## src/rtl/dptr_sequencer.sv

```systemverilog
`timescale 1ns/1ps
// dptr_sequencer: issue controller in front of the combinational DPTR R-type
// datapath. Buffers instruction words in a small FIFO and issues them one at a
// time. Each issued word is held on dptr_instr for a settle window, then the
// write strobe is pulsed. The block also latches the zero flag, counts retired
// instructions and keeps a sticky flag for illegal encodings.
module dptr_sequencer #(
  parameter int FIFO_DEPTH  = 4,   // power of two, >= 2
  parameter int EXEC_CYCLES = 2,   // >= 1
  parameter int CNT_W       = 16
) (
  input  logic             clk,
  input  logic             rst_n,
  input  logic             flush,
  input  logic             in_valid,
  input  logic [31:0]      in_instr,
  output logic             in_ready,
  output logic [31:0]      dptr_instr,
  output logic             dptr_we,
  input  logic             dptr_zf,
  output logic             busy,
  output logic             zf_q,
  output logic [CNT_W-1:0] retired,
  output logic             illegal
);

  localparam int PTR_W = $clog2(FIFO_DEPTH);
  localparam int OCC_W = PTR_W + 1;
  localparam int SET_W = (EXEC_CYCLES > 1) ? $clog2(EXEC_CYCLES) : 1;
  localparam logic [SET_W-1:0] SETTLE_INIT = SET_W'(EXEC_CYCLES - 1);
  localparam logic [OCC_W-1:0] OCC_FULL    = OCC_W'(FIFO_DEPTH);

  localparam logic [5:0] FN_ADD = 6'b100000;
  localparam logic [5:0] FN_SUB = 6'b100010;
  localparam logic [5:0] FN_AND = 6'b100100;
  localparam logic [5:0] FN_OR  = 6'b100101;
  localparam logic [5:0] FN_SLT = 6'b101010;

  typedef enum logic [1:0] {
    ST_IDLE,
    ST_DECODE,
    ST_EXEC,
    ST_WB
  } state_e;

  // Only the R-type opcode with one of the five supported functs is legal.
  function automatic logic is_legal(input logic [5:0] op, input logic [5:0] funct);
    logic fn_ok;
    fn_ok = (funct == FN_ADD) || (funct == FN_SUB) || (funct == FN_AND) ||
            (funct == FN_OR)  || (funct == FN_SLT);
    return (op == 6'b000000) && fn_ok;
  endfunction

  // ---------------------------------------------------------------------------
  // Instruction FIFO
  // ---------------------------------------------------------------------------
  logic [31:0]      mem [FIFO_DEPTH];
  logic [PTR_W-1:0] wr_ptr_q, wr_ptr_d;
  logic [PTR_W-1:0] rd_ptr_q, rd_ptr_d;
  logic [OCC_W-1:0] occ_q, occ_d;
  logic             full, empty;
  logic             push, pop;

  assign full  = (occ_q == OCC_FULL);
  assign empty = (occ_q == '0);

  // A full FIFO refuses the push even when the FSM pops in the same cycle.
  // While rst_n is low the producer sees in_ready low.
  assign in_ready = rst_n && !full && !flush;
  assign push     = in_valid && in_ready;

  // ---------------------------------------------------------------------------
  // Sequencer state
  // ---------------------------------------------------------------------------
  state_e           state_q, state_d;
  logic [31:0]      instr_q, instr_d;
  logic [SET_W-1:0] settle_q, settle_d;
  logic [31:0]      dptr_instr_q, dptr_instr_d;
  logic             dptr_we_q, dptr_we_d;
  logic             zf_lat_q, zf_lat_d;
  logic [CNT_W-1:0] retired_q, retired_d;
  logic             illegal_q, illegal_d;

  // Pointer and occupancy update; flush clears the queue outright.
  always_comb begin
    // NOTE: every variable assigned in an always_comb gets a default first, so
    // no path leaves it unassigned and no latch is inferred.
    wr_ptr_d = wr_ptr_q;
    rd_ptr_d = rd_ptr_q;
    occ_d    = occ_q;
    if (flush) begin
      wr_ptr_d = '0;
      rd_ptr_d = '0;
      occ_d    = '0;
    end else begin
      if (push) wr_ptr_d = wr_ptr_q + 1'b1;
      if (pop)  rd_ptr_d = rd_ptr_q + 1'b1;
      unique case ({push, pop})
        2'b10:   occ_d = occ_q + 1'b1;
        2'b01:   occ_d = occ_q - 1'b1;
        default: occ_d = occ_q;
      endcase
    end
  end

  // Next-state and registered-output logic of the issue FSM.
  always_comb begin
    state_d      = state_q;
    instr_d      = instr_q;
    settle_d     = settle_q;
    dptr_instr_d = dptr_instr_q;
    dptr_we_d    = 1'b0;
    zf_lat_d     = zf_lat_q;
    retired_d    = retired_q;
    illegal_d    = illegal_q;
    pop          = 1'b0;

    if (flush) begin
      // Drop the in-flight instruction; status registers are left alone.
      state_d      = ST_IDLE;
      dptr_instr_d = '0;
    end else begin
      unique case (state_q)
        ST_IDLE: begin
          dptr_instr_d = '0;
          if (!empty) begin
            pop     = 1'b1;
            instr_d = mem[rd_ptr_q];
            state_d = ST_DECODE;
          end
        end

        ST_DECODE: begin
          if (is_legal(instr_q[31:26], instr_q[5:0])) begin
            state_d      = ST_EXEC;
            settle_d     = SETTLE_INIT;
            dptr_instr_d = instr_q;
          end else begin
            illegal_d = 1'b1;
            state_d   = ST_IDLE;
          end
        end

        ST_EXEC: begin
          if (settle_q == '0) begin
            state_d   = ST_WB;
            // rd == 0 retires without a register-bank write.
            dptr_we_d = (instr_q[15:11] != 5'd0);
          end else begin
            settle_d = settle_q - 1'b1;
          end
        end

        ST_WB: begin
          zf_lat_d     = dptr_zf;
          retired_d    = retired_q + CNT_W'(1);
          dptr_instr_d = '0;
          if (!empty) begin
            pop     = 1'b1;
            instr_d = mem[rd_ptr_q];
            state_d = ST_DECODE;
          end else begin
            state_d = ST_IDLE;
          end
        end

        default: state_d = ST_IDLE;
      endcase
    end
  end

  // Queue storage holds data only; validity is tracked by the pointers.
  always_ff @(posedge clk) begin
    // NOTE: the storage array has no reset; the reset occupancy of zero
    // guarantees stale entries are never read.
    if (push) mem[wr_ptr_q] <= in_instr;
  end

  // All control state, with an immediate return to reset values on rst_n.
  always_ff @(posedge clk or negedge rst_n) begin
    // NOTE: sequential state uses non-blocking assignments so every flop
    // samples the pre-edge value of the others.
    if (!rst_n) begin
      wr_ptr_q     <= '0;
      rd_ptr_q     <= '0;
      occ_q        <= '0;
      state_q      <= ST_IDLE;
      instr_q      <= '0;
      settle_q     <= '0;
      dptr_instr_q <= '0;
      dptr_we_q    <= 1'b0;
      zf_lat_q     <= 1'b0;
      retired_q    <= '0;
      illegal_q    <= 1'b0;
    end else begin
      wr_ptr_q     <= wr_ptr_d;
      rd_ptr_q     <= rd_ptr_d;
      occ_q        <= occ_d;
      state_q      <= state_d;
      instr_q      <= instr_d;
      settle_q     <= settle_d;
      dptr_instr_q <= dptr_instr_d;
      dptr_we_q    <= dptr_we_d;
      zf_lat_q     <= zf_lat_d;
      retired_q    <= retired_d;
      illegal_q    <= illegal_d;
    end
  end

  assign dptr_instr = dptr_instr_q;
  assign dptr_we    = dptr_we_q;
  assign zf_q       = zf_lat_q;
  assign retired    = retired_q;
  assign illegal    = illegal_q;
  assign busy       = (state_q != ST_IDLE) || !empty;

  // The write strobe only ever accompanies the writeback state.
  a_we_only_in_wb: assert property (@(posedge clk) disable iff (!rst_n)
    dptr_we_q |-> (state_q == ST_WB));

  // Occupancy never exceeds the queue depth.
  a_occ_bound: assert property (@(posedge clk) disable iff (!rst_n)
    occ_q <= OCC_FULL);

  // The FSM never pops an empty queue.
  a_no_pop_empty: assert property (@(posedge clk) disable iff (!rst_n)
    pop |-> !empty);

endmodule

```

## config.mk

```make
export PLATFORM = sky130hd
export DESIGN_NAME = dptr_sequencer
export DESIGN_NICKNAME = d
export VERILOG_FILES = /design/src/rtl/dptr_sequencer.sv
export SDC_FILE = /design/constraint.sdc
export NUM_CORES = 1
export LEC_CHECK = 0
export CAP_MARGIN = 20
export CORE_ASPECT_RATIO = 0.8
export CORE_UTILIZATION = 55
export DETAILED_ROUTE_END_ITERATION = 8
export GPL_TIMING_DRIVEN = 0
export PLACE_DENSITY = 0.78
export SLEW_MARGIN = 25
export SYNTH_ARGS = -nofsm -noshare
export SYNTH_HDL_FRONTEND = slang
export SYNTH_SLANG_ARGS = --single-unit
```

## constraint.sdc

```tcl
create_clock -name clk -period 3.8 [get_ports clk]
set_input_delay 0.57 -clock clk [delete_from_list [all_inputs] [get_ports clk]]
set_output_delay 0.57 -clock clk [all_outputs]
set_load 0.02 [all_outputs]
```

==> out/summary.txt <==
RUN
---------------------------------------------------------------------------------
Max-cap check violation count                                                   0

ROUTING
---------------------------------------------------------------------------------
First-pass iteration count of the detailed router                               4
Number of remaining DRC errors                                                  0
Final routed wire length divided by cell count                            19.8 µm
DRC marker count from the first detailed-route iteration                      263
Total wire length after detailed routing                                  15.9 mm
Residual antenna-violating net count after detailed routing                     0
Via count                                                                    4469
Detailed-route vias per instance                                             5.55

POWER AND IR DROP
---------------------------------------------------------------------------------
Sequential group share of total power                                       46.0%
Clock group share of total power                                            34.6%
Net load switching power                                                0.00162 W
Internal power consumption                                              0.00485 W
Fraction of power consumed by combinational cells                           19.5%
Net Sw Frac                                                                 25.1%
Overall power of the completed layout                                   0.00647 W
Maximum VDD drop                                                           370 µV
Leakage power total                                                       3.97 nW
Cell Pwr Density                                                       607 mW/mm²

CLOCK NETWORK
---------------------------------------------------------------------------------
Clk buf depth                                                                   3
Count of instances resized after the clock tree is built                        0
Num Clock Sinks                                                               221
Number of setup buffers added after CTS                                         0
Depth of the CTS H-tree                                                         1
Register clock-pin slew on the reported worst setup and hold paths        0.06 ns
Clock tree from TritonCTS                                                     yes
CTS hold repair buffers                                                         1
Clock root buffer master                                             sky130_fd_sc_hd__clkbuf_16
TritonCTS buffer count                                                         21
Clock latency of the later-clocked register in the worst-skew pair        0.49 ns

CELLS AND AREA
---------------------------------------------------------------------------------
Most common cell after layout, fill and taps aside                   sky130_fd_sc_hd__edfxtp_1
# diodes                                                                        0
Layout net count                                                              628
Area Growth Syn to Fin                                                      23.4%
Post-Layout Inst Area                                                  0.0107 mm²
Fraction of layout instances using a drive strength above 1                 23.9%
Most used cells in the layout excluding fill and tap cells           sky130_fd_sc_hd__edfxtp_1 (128), sky130_fd_sc_hd__dfrtp_1 (93), sky130_fd_sc_hd__clkdlybuf4s50_1 (88)

YOSYS
---------------------------------------------------------------------------------
Synth area leader                                                    sky130_fd_sc_hd__edfxtp_1
Yosys synthesis warning count                                                   0
Register bit total from synthesis                                             221
Post-synthesis sequential area ratio                                        71.4%
Mapped Cells                                                                  462
Share of the synthesized area in the top cell type                          44.5%
Top flip-flop cell by instance count after synthesis                 sky130_fd_sc_hd__edfxtp_1
Avg Cell Area, Syn                                                       18.7 µm²
Post-synthesis async set-or-reset flop share                                42.1%
Post-Syn Nets                                                                 510
Netlist area before placement                                         0.00864 mm²
Largest cells by area after synthesis                                sky130_fd_sc_hd__edfxtp_1 (44%), sky130_fd_sc_hd__dfrtp_1 (27%), sky130_fd_sc_hd__mux4_2 (8.3%), sky130_fd_sc_hd__mux2_2 (4.8%), sky130_fd_sc_hd__a22o_1 (2.1%)
Yosys cell types                                                               53
Number of flops mapped to enable cells by yosys                               128

TIMING
---------------------------------------------------------------------------------
Endpoints failing hold                                                          0
Relative max-transition margin                                              53.5%
Peak Freq                                                               0.302 GHz
Setup repair after global routing missed its margin                            no
Final count of pins violating max slew                                          0
Transition time at the pin with the least slew margin                    0.698 ns
Final setup skew                                                       0.00808 ns
Setup TNS Final                                                              0 ns
Period utilisation layout                                                   87.0%
Setup violations, final                                                         0
Final critical delay including setup and external delays                  3.31 ns
Hold slack final                                                         0.479 ns
Min setup slack post-route                                               0.493 ns

CRITICAL PATH
---------------------------------------------------------------------------------
Maximum net fanout on the critical path                                        10
Required time at the worst-slack endpoint                                 4.17 ns
Critical path startpoint category                                        register
Class of the most critical setup path                                register to register
Category of the worst setup path capture point                           register
Worst-case reg-to-reg path depth                                                9
Critical path data arrival time                                           3.68 ns

RUN STATUS
---------------------------------------------------------------------------------
Outcome                                                              finished clean

GRT
---------------------------------------------------------------------------------
Total track usage                                                           20.9%
Via count of the first global-routing pass                                   4705
Antenna violations before repair                                                0
Congestion Overflow GR                                                          0
Pin count of the biggest net entering global routing                           52
Global-route wire length before repair                                    25.3 mm

DIE
---------------------------------------------------------------------------------
Die width                                                                  142 µm
Die outline area                                                       0.0162 mm²
Die Ht                                                                     114 µm
Core outline area                                                      0.0152 mm²
Initial standard-cell utilization of the core                               57.0%
Standard-cell row count                                                        40
Top Ports                                                                      90

PLACED DESIGN
---------------------------------------------------------------------------------
Placer's final routability congestion estimate                              0.766
Hpwl dp                                                                   10.4 mm
Instance area after placement                                         0.00991 mm²
Count of buffers from port buffering                                           89
Worst setup slack after placement                                        0.235 ns

WORST HOLD PATH
---------------------------------------------------------------------------------
Worst Hold Path Cells                                                           1
Path type of the worst min-delay path                                register to register

[sequential cells by signal, summed over array words and instances (netlist names)]
register	flops
rd_ptr_q	2
mem	128
state_q	2
retired	16
settle_q	1
illegal	1
dptr_we	1
zf_q	1
instr_q	32
dptr_instr	32
occ_q	3
wr_ptr_q	2
[critical path: stages, from the launching register on]
cell	delay, ns
sky130_fd_sc_hd__dfrtp_1	0.44
sky130_fd_sc_hd__inv_1	0.13
sky130_fd_sc_hd__ha_1	0.40
sky130_fd_sc_hd__nor3_2	0.48
sky130_fd_sc_hd__buf_2	0.38
sky130_fd_sc_hd__nor2b_1	0.22
sky130_fd_sc_hd__fa_1	0.20
sky130_fd_sc_hd__or4b_1	0.44
sky130_fd_sc_hd__o22ai_1	0.17
sky130_fd_sc_hd__mux2_1	0.33
[power by group through the flow]
stage / clock network (W) / logic (W) / registers (W)
global placement: 0 / 0.00122 / 0.00301
CTS: 0.00228 / 0.00128 / 0.00298
floorplan: 0 / 0.000953 / 0.00296
finish: 0.00224 / 0.00126 / 0.00297
detailed placement: 0 / 0.00127 / 0.00302
global route: 0.00237 / 0.00138 / 0.00300
[metrics by stage]
step | util, % | cells
4_1_cts | 70.3 | 805
2_1_floorplan | - | 462
6_report | 70.3 | 805
5_1_grt | 70.3 | 805
3_5_place_dp | 65.3 | 766
3_3_place_gp | 64.6 | 761
[cells in the mapped netlist, types with 4 or more instances]
library cell,number
sky130_fd_sc_hd__a22o_1,21
sky130_fd_sc_hd__and2_1,12
sky130_fd_sc_hd__buf_2,7
sky130_fd_sc_hd__buf_4,5
sky130_fd_sc_hd__clkbuf_1,4
sky130_fd_sc_hd__dfrtp_1,93
sky130_fd_sc_hd__edfxtp_1,128
sky130_fd_sc_hd__ha_1,10
sky130_fd_sc_hd__inv_1,8
sky130_fd_sc_hd__mux2_2,37
sky130_fd_sc_hd__mux4_2,32
sky130_fd_sc_hd__nand2_1,12
sky130_fd_sc_hd__nand4_1,7
sky130_fd_sc_hd__nor2_1,11
sky130_fd_sc_hd__nor2b_1,4
sky130_fd_sc_hd__xnor2_1,14
sky130_fd_sc_hd__xor2_1,4
[final cells by class]
cell class / instances / area (µm²)
inverters: 8 / 30.0
flip-flops and latches: 221 / 6170
multi-input cells: 212 / 2280
well taps: 210 / 263
clock inverters: 11 / 184
repair buffers: 95 / 1010
clock buffers: 27 / 558
plain buffers: 21 / 163
fillers: 973 / 4500
[final timing paths]
kind	slack [ns]	startpoint	endpoint
worst max-delay path	0.49	state_q[0]	occ_q[2]
worst min-delay path	0.48	retired[15]	retired[15]
worst max register to register	0.49	state_q[0]	occ_q[2]
worst min register to register	0.48	retired[15]	retired[15]
max in group asynchronous	2.62	rst_n	instr_q[16]
min in group asynchronous	0.57	rst_n	dptr_instr[8]
[cell families (layout without fill, tap and decap cells)]
group | Yosys count | count (layout) | synth area share (%)
mux | 72 | 72 | 13.5
compound gates | 36 | 36 | 3.59
flops | 221 | 221 | 71.4
fa+ha+maj | 11 | 11 | 1.68
xor+xnor | 18 | 18 | 1.82
simple gates | 75 | 75 | 5.73
buf+inv | 29 | 162 | 2.23
[metal layers]
| metal | share of wire [%] | global-route usage, % | up-vias | routed length (µm) |
|---|---|---|---|---|
| met5 | 0 | 0 | - | 0 |
| met4 | 1.9 | 4.66 | 0 | 307 |
| met3 | 6.3 | 3.55 | 22 | 999 |
| met2 | 50 | 34.8 | 125 | 7920 |
| met1 | 42 | 29.3 | 2298 | 6710 |
| li1 | - | - | 2024 | - |
Power figures use the tool's default switching activity.
